### config.mk
export PLATFORM = sky130hd
export DESIGN_NAME = alu_result_select
export DESIGN_NICKNAME = d
export VERILOG_FILES = /design/src/rtl/alu_result_select.sv
export SDC_FILE = /design/constraint.sdc
export NUM_CORES = 1
export LEC_CHECK = 0
export BUFFER_PORTS_ARGS = -buffer_cell sky130_fd_sc_hd__buf_2
export CORE_UTILIZATION = 48
export DETAILED_ROUTE_END_ITERATION = 7
export PLACE_DENSITY = 0.82
export SETUP_SLACK_MARGIN = 0.3
export SYNTH_ARGS = -nofsm -noshare
export SYNTH_HDL_FRONTEND = slang
export SYNTH_SLANG_ARGS = --single-unit
### constraint.sdc
create_clock -name clk -period 3.15 [get_ports clk]
set_clock_uncertainty 0.2 [all_clocks]
set_input_delay 0.315 -clock clk [delete_from_list [all_inputs] [get_ports clk]]
set_output_delay 0.315 -clock clk [all_outputs]
set_load 0.02 [all_outputs]
### src/rtl/alu_result_select.sv
// Result-select stage: picks one of NUM_IN ALU result channels and buffers it in a
// 2-entry valid/ready FIFO, flagging and counting out-of-range selects.
module alu_result_select #(
    parameter int WIDTH  = 32,
    parameter int NUM_IN = 5,
    parameter int SEL_W  = 3
) (
    input  logic                    clk,
    input  logic                    rst,
    input  logic [NUM_IN*WIDTH-1:0] in_bus,
    input  logic [SEL_W-1:0]        sel,
    input  logic                    in_valid,
    output logic                    in_ready,
    output logic [WIDTH-1:0]        out,
    output logic                    out_err,
    output logic                    out_valid,
    input  logic                    out_ready,
    output logic [7:0]              err_cnt
);

    localparam logic [1:0] ST_EMPTY = 2'd0;
    localparam logic [1:0] ST_ONE   = 2'd1;
    localparam logic [1:0] ST_FULL  = 2'd2;

    // One extra bit so NUM_IN == 2**SEL_W still compares correctly.
    localparam logic [SEL_W:0] NUM_IN_L = (SEL_W + 1)'(NUM_IN);

    logic [1:0]       state_q, state_d;
    logic [WIDTH-1:0] head_data_q, head_data_d;
    logic             head_err_q, head_err_d;
    logic [WIDTH-1:0] tail_data_q, tail_data_d;
    logic             tail_err_q, tail_err_d;
    logic [7:0]       err_cnt_q, err_cnt_d;

    logic [WIDTH-1:0] new_data;
    logic             new_err;
    logic             accept;
    logic             pop;

    // An out-of-range sel matches no channel, so new_data stays zero.
    always_comb begin
        // NOTE: assign every always_comb output a default first, or a path that skips it infers a latch.
        new_data = '0;
        for (int k = 0; k < NUM_IN; k++) begin
            if (sel == SEL_W'(k)) begin
                new_data = in_bus[k*WIDTH +: WIDTH];
            end
        end
    end

    assign new_err   = ({1'b0, sel} >= NUM_IN_L);

    // in_ready is gated by rst so nothing can be accepted while reset is held.
    assign in_ready  = !rst && (state_q != ST_FULL);
    assign out_valid = (state_q != ST_EMPTY);
    assign accept    = in_valid && in_ready;
    assign pop       = out_valid && out_ready;

    assign out       = head_data_q;
    assign out_err   = out_valid && head_err_q;
    assign err_cnt   = err_cnt_q;

    always_comb begin
        state_d     = state_q;
        head_data_d = head_data_q;
        head_err_d  = head_err_q;
        tail_data_d = tail_data_q;
        tail_err_d  = tail_err_q;

        case (state_q)
            ST_EMPTY: begin
                if (accept) begin
                    state_d     = ST_ONE;
                    head_data_d = new_data;
                    head_err_d  = new_err;
                end
            end
            ST_ONE: begin
                if (accept && pop) begin
                    head_data_d = new_data;
                    head_err_d  = new_err;
                end else if (accept) begin
                    state_d     = ST_FULL;
                    tail_data_d = new_data;
                    tail_err_d  = new_err;
                end else if (pop) begin
                    // Head data is kept so out holds its last value while empty.
                    state_d     = ST_EMPTY;
                end
            end
            ST_FULL: begin
                if (pop) begin
                    state_d     = ST_ONE;
                    head_data_d = tail_data_q;
                    head_err_d  = tail_err_q;
                end
            end
            default: state_d = ST_EMPTY;
        endcase
    end

    assign err_cnt_d = err_cnt_q + 8'((accept && new_err && (err_cnt_q != 8'hFF)) ? 1 : 0);

    // NOTE: the entry registers are reset as well, because out must read zero while rst is high.
    always_ff @(posedge clk or posedge rst) begin
        if (rst) begin
            state_q     <= ST_EMPTY;
            head_data_q <= '0;
            head_err_q  <= 1'b0;
            tail_data_q <= '0;
            tail_err_q  <= 1'b0;
            err_cnt_q   <= 8'd0;
        end else begin
            // NOTE: registers use non-blocking assignments so every flop samples pre-edge values.
            state_q     <= state_d;
            head_data_q <= head_data_d;
            head_err_q  <= head_err_d;
            tail_data_q <= tail_data_d;
            tail_err_q  <= tail_err_d;
            err_cnt_q   <= err_cnt_d;
        end
    end

endmodule

Word level (Yosys, flattened, before mapping)
Index checks and enable logic that the tools add are counted.
{"block": "classes", "n_addsub": 1, "multipliers": 0, "n_div": 0, "n_lt_le_gt_ge": 1, "eq_ne": 13, "n_shift": 0, "mux": 20, "bitwise_logic": 1, "n_reduce_logical": 15}
{"cell": "$mux 32", "n": 8}
{"cell": "$pmux 32 s3", "n": 1}
{"cell": "$mux 2", "n": 5}
{"cell": "$ne 2x2->1 const B", "n": 5}
{"cell": "$add 8x1->8", "n": 1}
{"cell": "$ne 8x8->1 const B", "n": 1}
{"cell": "$reduce_and 4->1", "n": 2}
{"cell": "$logic_and 1x1->1", "n": 7}
{"cell": "$eq 3x2->1 const B", "n": 2}
{"cell": "$pmux 2 s3", "n": 1}
{"cell": "$mux 1", "n": 4}
{"cell": "$eq 3x1->1 const B", "n": 1}
{"cell": "$eq 3x3->1 const B", "n": 1}
{"cell": "$ge 3x3->1 const B", "n": 1}
{"cell": "$logic_not 3->1", "n": 1}
{"cell": "$ne 3x3->1 const B", "n": 1}
{"cell": "$pmux 1 s3", "n": 1}
{"cell": "$reduce_and 3->1", "n": 1}
{"cell": "$reduce_bool 3->1", "n": 1}
{"cell": "$eq 2x1->1 const B", "n": 1}
{"cell": "$eq 2x2->1 const B", "n": 1}
{"cell": "$logic_not 2->1", "n": 1}
{"cell": "$reduce_bool 2->1", "n": 1}
{"cell": "$logic_not 1->1", "n": 1}
{"cell": "$not 1->1", "n": 1}
{"block": "word_totals", "register_bits": 76, "latch_bits": 0, "ram_bits": 0, "romBits": 0, "memories": 0}

Depth between registers and ports, before layout
Gate-level depths: netlist of run 1.
{"block": "depth", "ltp_word": 8, "ltp_mapped": 9, "ltp_nobuf": 7}

Worst setup path after synthesis of run 1
No wires, ideal clock.
{"block": "synth_timing", "path_type": "in2reg", "start": "in sel[2]", "end": "reg err_cnt_q[4], in the netlist err_cnt[4]", "setup_time_ns": 0.129, "arrival_ns": 1.900, "slack_ns": 0.921, "cell_stages": 8, "path_cell_list": "buf_2 -> buf_2 -> buf_1 -> nand2_1 -> nor4bb_1 -> ha_1 -> nand4_1 -> xnor2_1"}
{"block": "synth_via", "elab_chain_len": 5}
{"element": "start, declared", "line_no": "11", "source": "input logic [SEL_W-1:0] sel,"}
{"element": "$ge 3x3->1", "line_no": "51", "source": "assign new_err = ({1'b0, sel} >= NUM_IN_L);"}
{"element": "$logic_and 1x1->1 (2 in series)", "line_no": "102", "source": "assign err_cnt_d = err_cnt_q + 8'((accept && new_err && (err_cnt_q != 8'hFF)) ? 1 : 0);"}
{"element": "$mux 1", "line_no": "102"}
{"element": "$add 8x1->8", "line_no": "102"}
{"element": "named net err_cnt_d[4]", "line_no": "33", "source": "logic [7:0] err_cnt_q, err_cnt_d;"}
{"element": "end signal, assigned", "line_no": "120", "source": "err_cnt_q <= err_cnt_d;"}
{"element": "end, declared", "line_no": "33"}
The timed path passes the listed nets, and every way through them passes these cells.
A chain may end at the register's enable or synchronous reset.

Worst setup path in the final report of run 1
{"block": "layout_timing", "start": "in rst", "end": "reg tail_data_q[5]"}
{"block": "layout_via", "elab_chain_len": 6}
{"element": "start, declared", "line_no": "9", "source": "input logic rst,"}
{"element": "$logic_not 1->1 (no source line) (*)"}
{"element": "$logic_and 1x1->1 (*)", "line_no": "54", "source": "assign in_ready = !rst && (state_q != ST_FULL);"}
{"element": "$logic_and 1x1->1 (*)", "line_no": "56", "source": "assign accept = in_valid && in_ready;"}
{"element": "$logic_and 1x1->1", "line_no": "79", "source": "if (accept && pop) begin"}
{"element": "$not 1->1 (no source line)"}
{"element": "$reduce_and 3->1 (no source line) (*)"}
{"element": "end signal, assigned", "line_no": "118", "source": "tail_data_q <= tail_data_d;"}
{"element": "end, declared", "line_no": "31", "source": "logic [WIDTH-1:0] tail_data_q, tail_data_d;"}
Every way passes the cells marked *; elsewhere a longest branch is shown, timed or not.

==> results of run 1 <==
per-stage QoR:
stage	setup WS, ps	hold slack (ps)
after floorplan	697	224
after global placement	580	252
after detailed placement	509	268
after CTS	740	45.6
after global routing	592	66.9
final	714	60.1
worst min-delay path, cell delays in order:
cell and delay (ps):
buf_2 90, a21oi_1 60, o21ai_1 110
per-layer routing:
metal / routed length (um) / part of all wire [%] / vias to the layer above
met2: 7030 / 50 / 181
met3: 864 / 6.1 / 31
li1: - / - / 2220
met4: 350 / 2.5 / 0
met5: 0 / 0 / -
met1: 5830 / 41 / 2248
layout make-up:
class,count,area (um2)
Clock buffer,12,145
Clock inverter,4,48.8
Fill cell,798,3340
Inverter,9,35.0
Multi-Input combinational cell,382,2460
Sequential cell,76,1900
Tap cell,129,161
Timing Repair Buffer,220,1150
worst min path at each step:
stage	endpoint	slack, ps	depth (start not counted)
floorplan	state_q[1]$_DFFE_PP0P_	220	1
CTS	tail_data_q[20]$_DFFE_PP0P_	50	3
global placement	err_cnt[6]$_DFF_PP0_	250	2
global route	tail_data_q[20]$_DFFE_PP0P_	70	3
detailed placement	err_cnt[7]$_DFF_PP0_	270	2
finish	tail_data_q[20]$_DFFE_PP0P_	60	3
cells by family (layout without fill, tap and decap cells):
family          count (synthesis)  count (layout)  synth area share [%]
flops                          76              76                  41.5
simple gates                  169             169                  17.3
buf+inv                        53             245                  5.10
compound gates                148             148                  21.8
xor+xnor                        7               7                  1.34
fa+ha+maj                       2               2                 0.546
mux                            56              56                  12.4
power groups by stage:
| stage | clock network (uW) | registers [uW] | logic [uW] |
|---|---|---|---|
| final | 741 | 1400 | 949 |
| after global routing | 793 | 1430 | 1030 |
| after CTS | 758 | 1400 | 951 |
| after detailed placement | 0 | 1410 | 948 |
| after global placement | 0 | 1390 | 918 |
| after floorplan | 0 | 1520 | 460 |
cell usage after synthesis (all sizes together) (5+ instances only):
cell     instances  share of area [%]
dfrtp           76                 41
a221o            6                1.3
a21oi           20                2.2
o21ai           48                5.2
o22a             6                1.1
a22o             8                1.5
o32ai            6                1.1
nand2           48                4.0
buf             21                2.5
and2             8                1.1
a2bb2oi         25                4.8
o22ai           19                2.6
xnor2            6                1.1
nor2            81                6.8
mux2i           50                 11
clkbuf          23                1.9
nand2b           5               0.68
inv              9               0.74
mux2             6                1.5
or4bb            8                2.0
o221ai           8                1.5
flip-flops by register name, indices dropped and copies added (netlist names):
name and cells:
err_cnt 8, head_err_q 1, out 32, state_q 2, tail_data_q 32, tail_err_q 1
==> metrics.txt, run 1 <==
Crit path required time=3180 ps; Mapped Nets=680; dpl cells=814; Pre-Repair DR Iteration Count=4; f_max=0.410 GHz; most frequent cells in the layout=buf_2, nor2_1, dfrtp_1, mux2i_1, nand2_1; Worst Setup Start Kind=input pin; Initial Utilization=49.6%; crit end category=flop; vias in the first global route=4479; number of cells on the critical path=6; worst setup path end=tail_data_q[5]$_DFFE_PP0P_; DIE HEIGHT=99.7 um; sequential area share after synthesis=41.5%; cts repair resizes=0; Num CTS Buffers=9; Switch Pwr=1070 uW; clock slew at reported path FFs=70 ps; CTS root buffer=clkbuf_8; CP startpoint=rst; total power=3090 uW; setup slack, reg-to-reg=810 ps; Worst R2R End=err_cnt[4]$_DFF_PP0_; r2r startpoint=err_cnt[2]$_DFF_PP0_; Post-CTS Hold Buffers=2; critical-path cell list=dlygate4sd3_1 > buf_2 > nor3b_2 > nand2b_2 > buf_12 > mux2_2; Vias=4680; GRT overflow=0; Final setup viols=0; Internal=2020 uW; met2 GRT Util=47.5%; H-tree depth=3; final core occ=63.9%; met1 usage=35.8%; total track usage=28.2%; first-pass GRT wire length=21800 um; die area=0.00995 mm2; RePlAce Congestion=0.889; layer with the highest usage=met2; DP Area=0.00569 mm2; Reg power frac=45.3%; Max stage delay on crit path=530 ps; hold path start=in_bus[148]; Top delay family on crit path=buffers and inverters; clk sink count=76; initial antenna violation count=0; Post-DRT Antenna Nets=0; clk buf depth=2; Synth warnings=0; detailed placer's ending HPWL=10200 um; fin. max-slew vios=0; Row Count=35; fraction of registers with async set/reset=100%; Fin Setup TNS=0 ps; routed vias/inst=5.63; final hold viol count=0; die outline width=99.7 um; Core ar.=0.00924 mm2; nets@finish=867; Antenna Diode Count=0; Worst Path Buf+Inv=3; area grow syn2layout=28.7%; Final Cell Area=0.00590 mm2; layout cells sized above 1=35.1%; worst hold path class=in2reg; clock latency on the worst-skew pair=350 ps; CTS tree=done; 1st-iter DRT viols=201; worst slew pin tran=1000 ps; Max Cap Viol=0; Mapped Area=0.00458 mm2; Power Density=524 mW/mm2; status=complete, no violations; Peak VDD IR=0.000324 V; Worst Setup Path Type=in2reg; port buffer count=209; Finished Layout Cells=832; R2R depth=7; predominant post-synthesis flop cell=dfrtp_1; Yosys reg bits=76; post-DR wirelength/cell=16.9 um; largest net degree at the start of global routing=44; drc violations=0; final cycle utilization of the critical path=77.3%; CP max stage cell=dlygate4sd3_1; Net Sw Frac=34.6%; RSZ-0062 raised after global routing=false; leakage power figure=0.00308 uW; Gate power share=30.7%; Clock power frac=24.0%; most common cell after layout, fill and taps aside=buf_2; Post-Synthesis Cells=511; # IOs=210; crit path time final=2440 ps; Arrival @ worst endpoint=2470 ps; Routed WL=14100 um; synthesized area per cell=8.97 um2; maximum fanout along the worst path=34; Worst slew margin=33.1%; post-synthesis cell type count=41; postcts setup bufs=0; EDFF count, synth=0; M3 GR Usage=5.97%
(Power assumes the default switching activity.)
==> run 2, diff against run 1 <==
clock period = 2.3 ns   (was 3.15 ns; I/O delays follow)
==> run 2 against run 1 <==
Effect of this change: sequential cell count is the same; utilization increased by 3.5 points; total power up 45%; largest cell class unchanged.
==> metrics.txt, run 2 (synthesis gave the netlist of run 1 again) <==
port buffer count=209 (unchanged); Worst slew margin=59.4% (+26 points); leakage power figure=0.00320 uW (+3.8%); area grow syn2layout=35.9%; layout cells sized above 1=36.3% (+1.1 points); clk sink count=76 (unchanged); GRT overflow=0 (unchanged); Crit path required time=2360 ps (-820 ps); CP max stage cell=dfrtp_1; Worst Path Buf+Inv=0 (-3); worst slew pin tran=607 ps (-394 ps); post-DR wirelength/cell=17.2 um (+1.6%); nets@finish=889 (+2.5%); vias in the first global route=4701 (+5.0%); Routed WL=14700 um (+4.3%); Worst Setup Path Type=reg2reg; hold path start=out_ready; Arrival @ worst endpoint=2110 ps (-360 ps); drc violations=0 (unchanged); RePlAce Congestion=0.905 (+1.8%); most common cell after layout, fill and taps aside=buf_2; clock latency on the worst-skew pair=350 ps (about the same); r2r startpoint=err_cnt[3]$_DFF_PP0_; 1st-iter DRT viols=262 (+30%); Peak VDD IR=0.000519 V (+60%); die area=0.00995 mm2 (unchanged); Top delay family on crit path=simple AND/OR/NAND/NOR gates; Vias=4780 (+2.1%); total power=4470 uW (+45%); Max stage delay on crit path=430 ps (-100 ps); R2R depth=7 (unchanged); initial antenna violation count=0 (unchanged); total track usage=28.6% (+0.40 points); Reg area=0.00190 mm2 (about the same); Max Cap Viol=0 (unchanged); Post-DRT Antenna Nets=0 (unchanged); # IOs=210 (unchanged); detailed placer's ending HPWL=9810 um (-3.9%); CTS tree=done; Final setup viols=0 (unchanged); RSZ-0062 raised after global routing=true; most frequent cells in the layout=buf_2, nor2_1, dfrtp_1, mux2i_1, nand2_1; Antenna Diode Count=0 (unchanged); f_max=0.489 GHz; multi-input logic area=0.00252 mm2 (+2.2%); Fin Setup TNS=0 ps (unchanged); crit path time final=2050 ps; clock slew at reported path FFs=80 ps (about the same); maximum fanout along the worst path=5 (-85%); number of fill cells=732 (-8.3%); end point of the worst hold path=state_q[0]$_DFFE_PP0P_; worst hold path class=in2reg; final hold viol count=0 (unchanged); status=complete, no violations; first-pass GRT wire length=22300 um (+2.0%); setup slack, reg-to-reg=250 ps (-560 ps); routed vias/inst=5.60 (-0.49%); largest net degree at the start of global routing=77 (+75%); fin. max-slew vios=0 (unchanged); H-tree depth=3 (unchanged); Initial Utilization=49.6% (unchanged); Pre-Repair DR Iteration Count=4 (unchanged); Worst Setup Start Kind=flop; CTS root buffer=clkbuf_8; Row Count=35 (unchanged); DIE HEIGHT=99.7 um (unchanged); Worst Hold Depth=3 (unchanged); Num CTS Buffers=9 (unchanged); die outline width=99.7 um (unchanged); Core ar.=0.00924 mm2 (unchanged); final cycle utilization of the critical path=89.0%; Worst R2R End=err_cnt[6]$_DFF_PP0_; crit end category=flop; Power Density=718 mW/mm2 (+37%); clk buf depth=2 (unchanged); critical-path cell list=and3_4 > and3_4 > nand4_1 > nor4bb_4 > ha_2 > nand4_1 > xnor2_1
run 2: cell count changes in the layout (fill, tap and decap cells not counted), sizes merged:
cell / before / now
dlygate4sd3: 2 / 17
bufinv: 1 / 2
clkinv: 4 / 1
a21oi: 20 / 21
inv: 8 / 9
buf: 218 / 223
clkinvlp: 0 / 2
run 2: tightest hold or removal path, delay by kind of cell:
| kind | cells | cell delay (ps) |
|---|---|---|
| buffers and inverters | 1 | 120 |
| AO/OA/AOI/OAI | 2 | 180 |
run 2: what timing repair did:
item	4_1_cts	5_1_grt
hold endpoints to repair	92	0
gates cloned	0	1
hold buffers	17	0
resized for setup	1	8
pin swaps	1	6
endpoints found under the setup margin	16	41
setup buffers	1	3
run 2: through the flow:
step | setup WS (ps) | cells | util, % | area (um2) | hold WS [ps]
finish | 254 | 854 | 67.4 | 6230 | 19.1
global route | 161 | 854 | 67.4 | 6230 | 48.3
CTS | 285 | 850 | 66.7 | 6160 | 26.6
detailed placement | 269 | 816 | 62.2 | 5750 | 211
global placement | 334 | 816 | 62.2 | 5750 | 209
floorplan | 311 | 511 | - | 4610 | 139
run 2: worst max-delay path by stage:
stage	startpoint	to	slack, ps	depth (start not counted)
after global routing	err_cnt[3]$_DFF_PP0_	err_cnt[6]$_DFF_PP0_	160	7
after global placement	err_cnt[2]$_DFF_PP0_	err_cnt[4]$_DFF_PP0_	330	7
after CTS	state_q[1]$_DFFE_PP0P_	out[1]$_DFFE_PP0P_	290	3
final	err_cnt[3]$_DFF_PP0_	err_cnt[6]$_DFF_PP0_	250	7
after floorplan	sel[1]	err_cnt[4]$_DFF_PP0_	310	9
after detailed placement	err_cnt[2]$_DFF_PP0_	err_cnt[6]$_DFF_PP0_	270	7
run 2: cell type report:
type | instances | share of cell area (%)
Clock buffer | 11 | 2.43
Clock inverter | 5 | 1.31
Timing Repair Buffer | 241 | 22.1
Inverter | 9 | 0.603
Multi-Input combinational cell | 383 | 40.4
Tap cell | 129 | 2.59
Sequential cell | 76 | 30.6
run 2: power breakdown:
group	internal [uW]	switching [uW]	total [uW]	leakage, uW
Combinational	596	771	1370	0.00210
Sequential	1690	233	1920	0.000984
Clock	673	509	1180	0.000116
Total	2960	1510	4470	0.00320
run 2: routing by layer:
metal  GRT usage [%]  vias to the layer above  part of all wire [%]
met1            35.8                     2320                    41
met4            10.5                        0                   2.0
met3            5.27                       25                   6.3
li1                -                     2257                     -
met5               0                        -                     0
met2            49.3                      178                    51
